`src/rtl/multiword_add_ctrl.sv`:
```
// Wide adder controller: one N-bit adder slice is reused W times, and the
// carry ripples from word to word through a register.

module full_adder_Nb #(
  parameter int N = 16
) (
  input  logic [N-1:0] a,
  input  logic [N-1:0] b,
  input  logic         cin,
  output logic [N-1:0] s,
  output logic         cout
);
  assign {cout, s} = {1'b0, a} + {1'b0, b} + {{N{1'b0}}, cin};
endmodule

// state | meaning
// IDLE  | waiting for start; s/cout hold the last result
// RUN   | adding word idx of the latched operands, one word per cycle
// DONE  | one-cycle completion; done=1, cout valid
module multiword_add_ctrl #(
  parameter int N = 16,
  parameter int W = 4
) (
  input  logic           clk,
  input  logic           rst,
  input  logic           start,
  input  logic [N*W-1:0] a,
  input  logic [N*W-1:0] b,
  input  logic           cin,
  output logic           busy,
  output logic           done,
  output logic [N*W-1:0] s,
  output logic           cout
);
  localparam int IW = (W > 1) ? $clog2(W) : 1;

  typedef enum logic [1:0] {IDLE, RUN, DONE} state_t;

  state_t         state;
  logic [N*W-1:0] a_q;
  logic [N*W-1:0] b_q;
  logic           carry;
  logic [IW-1:0]  idx;

  logic [N-1:0]   a_word;
  logic [N-1:0]   b_word;
  logic [N-1:0]   sum_word;
  logic           sum_cout;
  logic           last_word;

  // Word select written as a loop so a non-power-of-two W never indexes
  // past the operand registers.
  always_comb begin
    a_word = '0;
    b_word = '0;
    for (int i = 0; i < W; i++) begin
      if (idx == IW'(i)) begin
        a_word = a_q[i*N +: N];
        b_word = b_q[i*N +: N];
      end
    end
  end

  assign last_word = (idx == IW'(W - 1));

  full_adder_Nb #(.N(N)) u_adder (
    .a    (a_word),
    .b    (b_word),
    .cin  (carry),
    .s    (sum_word),
    .cout (sum_cout)
  );

  always_ff @(posedge clk) begin
    if (rst) begin
      state <= IDLE;
      a_q   <= '0;
      b_q   <= '0;
      carry <= 1'b0;
      idx   <= '0;
      s     <= '0;
      cout  <= 1'b0;
      done  <= 1'b0;
      busy  <= 1'b0;
    end else begin
      case (state)
        IDLE: begin
          if (start) begin
            a_q   <= a;
            b_q   <= b;
            carry <= cin;
            idx   <= '0;
            busy  <= 1'b1;
            state <= RUN;
          end
        end
        RUN: begin
          for (int i = 0; i < W; i++) begin
            if (idx == IW'(i)) s[i*N +: N] <= sum_word;
          end
          carry <= sum_cout;
          if (last_word) begin
            cout  <= sum_cout;
            done  <= 1'b1;
            state <= DONE;
          end else begin
            idx <= idx + 1'b1;
          end
        end
        DONE: begin
          done  <= 1'b0;
          busy  <= 1'b0;
          state <= IDLE;
        end
        default: begin
          done  <= 1'b0;
          busy  <= 1'b0;
          state <= IDLE;
        end
      endcase
    end
  end
endmodule
```
`config.mk`:
```
export PLATFORM = sky130hd
export DESIGN_NAME = multiword_add_ctrl
export DESIGN_NICKNAME = d
export VERILOG_FILES = /design/src/rtl/multiword_add_ctrl.sv
export SDC_FILE = /design/constraint.sdc
export NUM_CORES = 1
export LEC_CHECK = 0
export ABC_AREA = 1
export CAP_MARGIN = 15
export CELL_PAD_IN_SITES_DETAIL_PLACEMENT = 1
export CELL_PAD_IN_SITES_GLOBAL_PLACEMENT = 2
export CORE_MARGIN = 2
export CORE_UTILIZATION = 28
export CTS_CLUSTER_DIAMETER = 40
export CTS_CLUSTER_SIZE = 16
export DETAILED_ROUTE_END_ITERATION = 10
export GPL_ROUTABILITY_DRIVEN = 0
export PLACE_DENSITY_LB_ADDON = 0.12
export SETUP_SLACK_MARGIN = 0.5
export SYNTH_ARGS = -nofsm -noshare
export SYNTH_HDL_FRONTEND = slang
export SYNTH_SLANG_ARGS = --single-unit
```
`constraint.sdc`:
```
create_clock -name clk -period 3.4 [get_ports clk]
set_input_delay 0.68 -clock clk [delete_from_list [all_inputs] [get_ports clk]]
set_output_delay 0.68 -clock clk [all_outputs]
set_load 0.03 [all_outputs]
```
==> results.json <==
{
  "finalWirelength_um": 31200,
  "hold_slack_ns": 0.476,
  "synth_area_mm2": 0.00918,
  "critPathLaunchType": "register",
  "post-route-drc-count": 0,
  "critPathSlowestCell": "dfxtp_4",
  "mostFrequentLayoutCells": "284 x nor2_1, 198 x dfxtp_1, 198 x clkdlybuf4s50_1",
  "synth-seq-cells": 200,
  "avgViaCountPerCell": 4.62,
  "postCtsHoldBufs": 0,
  "path_class": "register to register",
  "seq_area_mm2": 0.00401,
  "crit_cells": 20,
  "synth_warnings": 0,
  "fp.dieW_um": 185,
  "critPathLaunch": "idx[0]$_SDFFE_PP0P_",
  "tightest_slew_ns": 0.589,
  "fin_crit_ns": 2.89,
  "ctsHtreeMaxLevel": 4,
  "finalMaxSlewViolations": 0,
  "ant_nets": 0,
  "fillers": 3934,
  "cts.sinks": 200,
  "min_period_over_period": 0.851,
  "grt_pass1_vias": 8881,
  "powerDensity_mw_per_mm2": 518,
  "drv_cap": 0,
  "numPortBuffers": 198,
  "tns_ns": 0,
  "r2r_slack_ns": 0.51,
  "grt_max_degree": 96,
  "ys_top_cells_by_area": "dfxtp_1 44%, nor2_1 12%, o21ai_0 9.3%, nand2_1 4.9%, inv_1 4.4%",
  "p_switching_uw": 2450,
  "outcome": "finished clean",
  "cts_root_buf": "clkbuf_16",
  "post_drt_wl_per_cell_um": 16.5,
  "cp_max_fo": 6,
  "hold_class": "register to register",
  "crit_buf_inv": 5,
  "grt-ovfl-total": 0,
  "p_leak_uw": 0.00566,
  "antenna_cells": 0,
  "max_stage_delay_ns": 0.39,
  "p_seq_frac": 0.384,
  "grt_usage": 0.184,
  "reg2reg_from": "idx[0]$_SDFFE_PP0P_",
  "post_synth.cell_area_avg_um2": 7.25,
  "intPower_uw": 4420,
  "path_cells": "inv_2 -> ha_4 -> nand2_8 -> clkinvlp_4 -> buf_6 -> a22oi_2 -> o21ai_1 -> o21a_1 -> ha_4 -> nand2_2 -> nand2_2 -> inv_2 -> nand2_4 -> nand2_4 -> nand2_8 -> nand2_4 -> nand3_4 -> nand3_2 -> nand2_2 -> inv_1",
  "max_freq_mhz": 346,
  "cp-end-kind": "register",
  "place_hpwl_um": 22900,
  "clk_pin_slew_ns": 0.09,
  "grt_pass1_wl_um": 48700,
  "syn_inst": 1265,
  "dieArea_mm2": 0.0342,
  "core_area_mm2": 0.0324,
  "cts_tree": "done",
  "synth_top_area_frac": 0.436,
  "yosysTopAreaCell": "dfxtp_1",
  "drive_above_1_share": 0.166,
  "initial_core_util": 0.283,
  "drt_first_iter_violations": 297,
  "fin_worst_skew_ns": 0.0201,
  "die_h_um": 185,
  "cts_buffer_depth": 2,
  "synth.net_count": 1418,
  "cp.required_ns": 3.74,
  "setup_viol": 0,
  "finish.net_count": 1588,
  "hold_violations": 0,
  "io_pins": 199,
  "cts_buffers": 17,
  "layout_commonest_cell": "nor2_1",
  "comb_power_share": 0.312,
  "syn2layout_area_growth_pct": 44.6,
  "slew_headroom": 0.607,
  "dr.pass1.iters": 4,
  "netSwitchingFraction": 0.357,
  "grt_antenna_before_repair": 0,
  "synth-seq-area-share": 0.436,
  "worstSetupEndpoint": "s[15]$_SDFFE_PP0P_",
  "rows": 66,
  "rsz0062_at_grt": "true",
  "crit_family": "simple AND/OR/NAND/NOR gates",
  "crit_arrival_ns": 3.23,
  "multiInputGateArea_mm2": 0.00521,
  "clock_power_share": 0.304,
  "clk_latency_ns": 0.45,
  "peakVddDrop_mv": 0.379,
  "vias": 8732,
  "r2r_cells": 20,
  "synth.distinct_cells": 38,
  "r2r_end": "s[15]$_SDFFE_PP0P_"
}
-- cell usage after synthesis --
master,number
xor2_2,1
a211oi_1,1
or2_4,1
nor2_1,288
nand3_2,4
a22oi_1,33
a21o_1,4
nand4_1,3
nor2_4,1
clkbuf_1,39
inv_2,12
buf_2,34
a311oi_1,1
nand3_1,47
buf_1,3
o21ai_0,170
fa_1,2
o21bai_1,12
a21oi_1,54
xor2_1,2
ha_1,19
inv_1,108
nand2_1,120
o21ai_1,22
nor3_1,3
xnor2_1,2
a31o_2,1
nor2_2,2
dfxtp_1,200
buf_4,3
buf_6,2
nor3_2,2
o211ai_1,4
o21a_1,44
a21oi_2,2
nand2_2,17
or2_1,1
nand2_4,1
-- per-layer routing --
metal  wire, um  vias up  track usage
li1           -     4452            -
met1      15400     4104        0.254
met2      14500      154        0.305
met3        936       22       0.0248
met4        369        0       0.0425
met5          0        -            0
-- metrics by stage --
stage	util	std cells	total power (uW)	setup WS, ns	area, um2
after floorplan	-	1265	3690	0.522	9180
after global placement	0.357	1843	4340	0.191	11600
after detailed placement	0.357	1843	4370	0.117	11600
after CTS	0.386	1881	6630	0.499	12500
after global routing	0.410	1890	7270	0.373	13300
final	0.410	1890	6870	0.506	13300
-- power groups by stage --
stage	clock network, uW	registers, uW	logic, uW
2_1_floorplan	0	2730	954
3_3_place_gp	0	2690	1650
3_5_place_dp	0	2690	1680
4_1_cts	2170	2640	1820
5_1_grt	2250	2660	2360
6_report	2090	2640	2140
-- worst min-delay path by stage --
stage	from	endpoint	slack, ns	cells after the start
final	b_q[33]$_SDFFE_PP0P_	b_q[33]$_SDFFE_PP0P_	0.48	2
after global placement	b_q[33]$_SDFFE_PP0P_	b_q[33]$_SDFFE_PP0P_	0.44	2
after floorplan	b_q[33]$_SDFFE_PP0P_	b_q[33]$_SDFFE_PP0P_	0.43	2
after detailed placement	b_q[33]$_SDFFE_PP0P_	b_q[33]$_SDFFE_PP0P_	0.45	2
after global routing	b_q[54]$_SDFFE_PP0P_	b_q[54]$_SDFFE_PP0P_	0.51	2
after CTS	b_q[33]$_SDFFE_PP0P_	b_q[33]$_SDFFE_PP0P_	0.47	2
-- what timing repair did --
item | 4_1_cts | 5_1_grt
gates cloned | 2 | 1
pin swaps | 6 | 77
buffers inserted | 4 | 8
endpoints found under the setup margin | 58 | 54
resized for setup | 64 | 143
-- sequential cells by signal, summed over array words and instances, names as in the netlist --
signal  flops
state       2
carry       1
idx         2
busy        1
b_q        64
s          64
done        1
a_q        64
cout        1
-- worst register-to-register path: cells and delay by family (launching register included) --
| family | cells | cell delay (ns) |
|---|---|---|
| AND/OR/NAND/NOR | 10 | 0.85 |
| buffers and inverters | 5 | 0.50 |
| AO/OA/AOI/OAI | 3 | 0.54 |
| adder cells (fa/ha/maj) | 2 | 0.52 |
| flip-flops | 1 | 0.39 |
-- area by class of cell --
| cell class | count | area share |
|---|---|---|
| Clock buffer | 18 | 0.0324 |
| Clock inverter | 14 | 0.0131 |
| Inverter | 120 | 0.0358 |
| Multi-Input combinational cell | 864 | 0.393 |
| Sequential cell | 200 | 0.302 |
| Tap cell | 442 | 0.0417 |
| Timing Repair Buffer | 231 | 0.181 |
| Timing Repair inverter | 1 | 0.000566 |
-- logic make-up (layout without fill, tap and decap cells) --
| kind of cell | count (synthesis) | after routing | synth area share |
|---|---|---|---|
| compound gates | 348 | 348 | 0.218 |
| buf+inv | 201 | 384 | 0.0897 |
| fa+ha+maj | 21 | 21 | 0.0303 |
| simple gates | 490 | 490 | 0.220 |
| flops | 200 | 200 | 0.436 |
| xor+xnor | 5 | 5 | 0.00559 |
No activity file was read; power rests on OpenSTA's default activity.
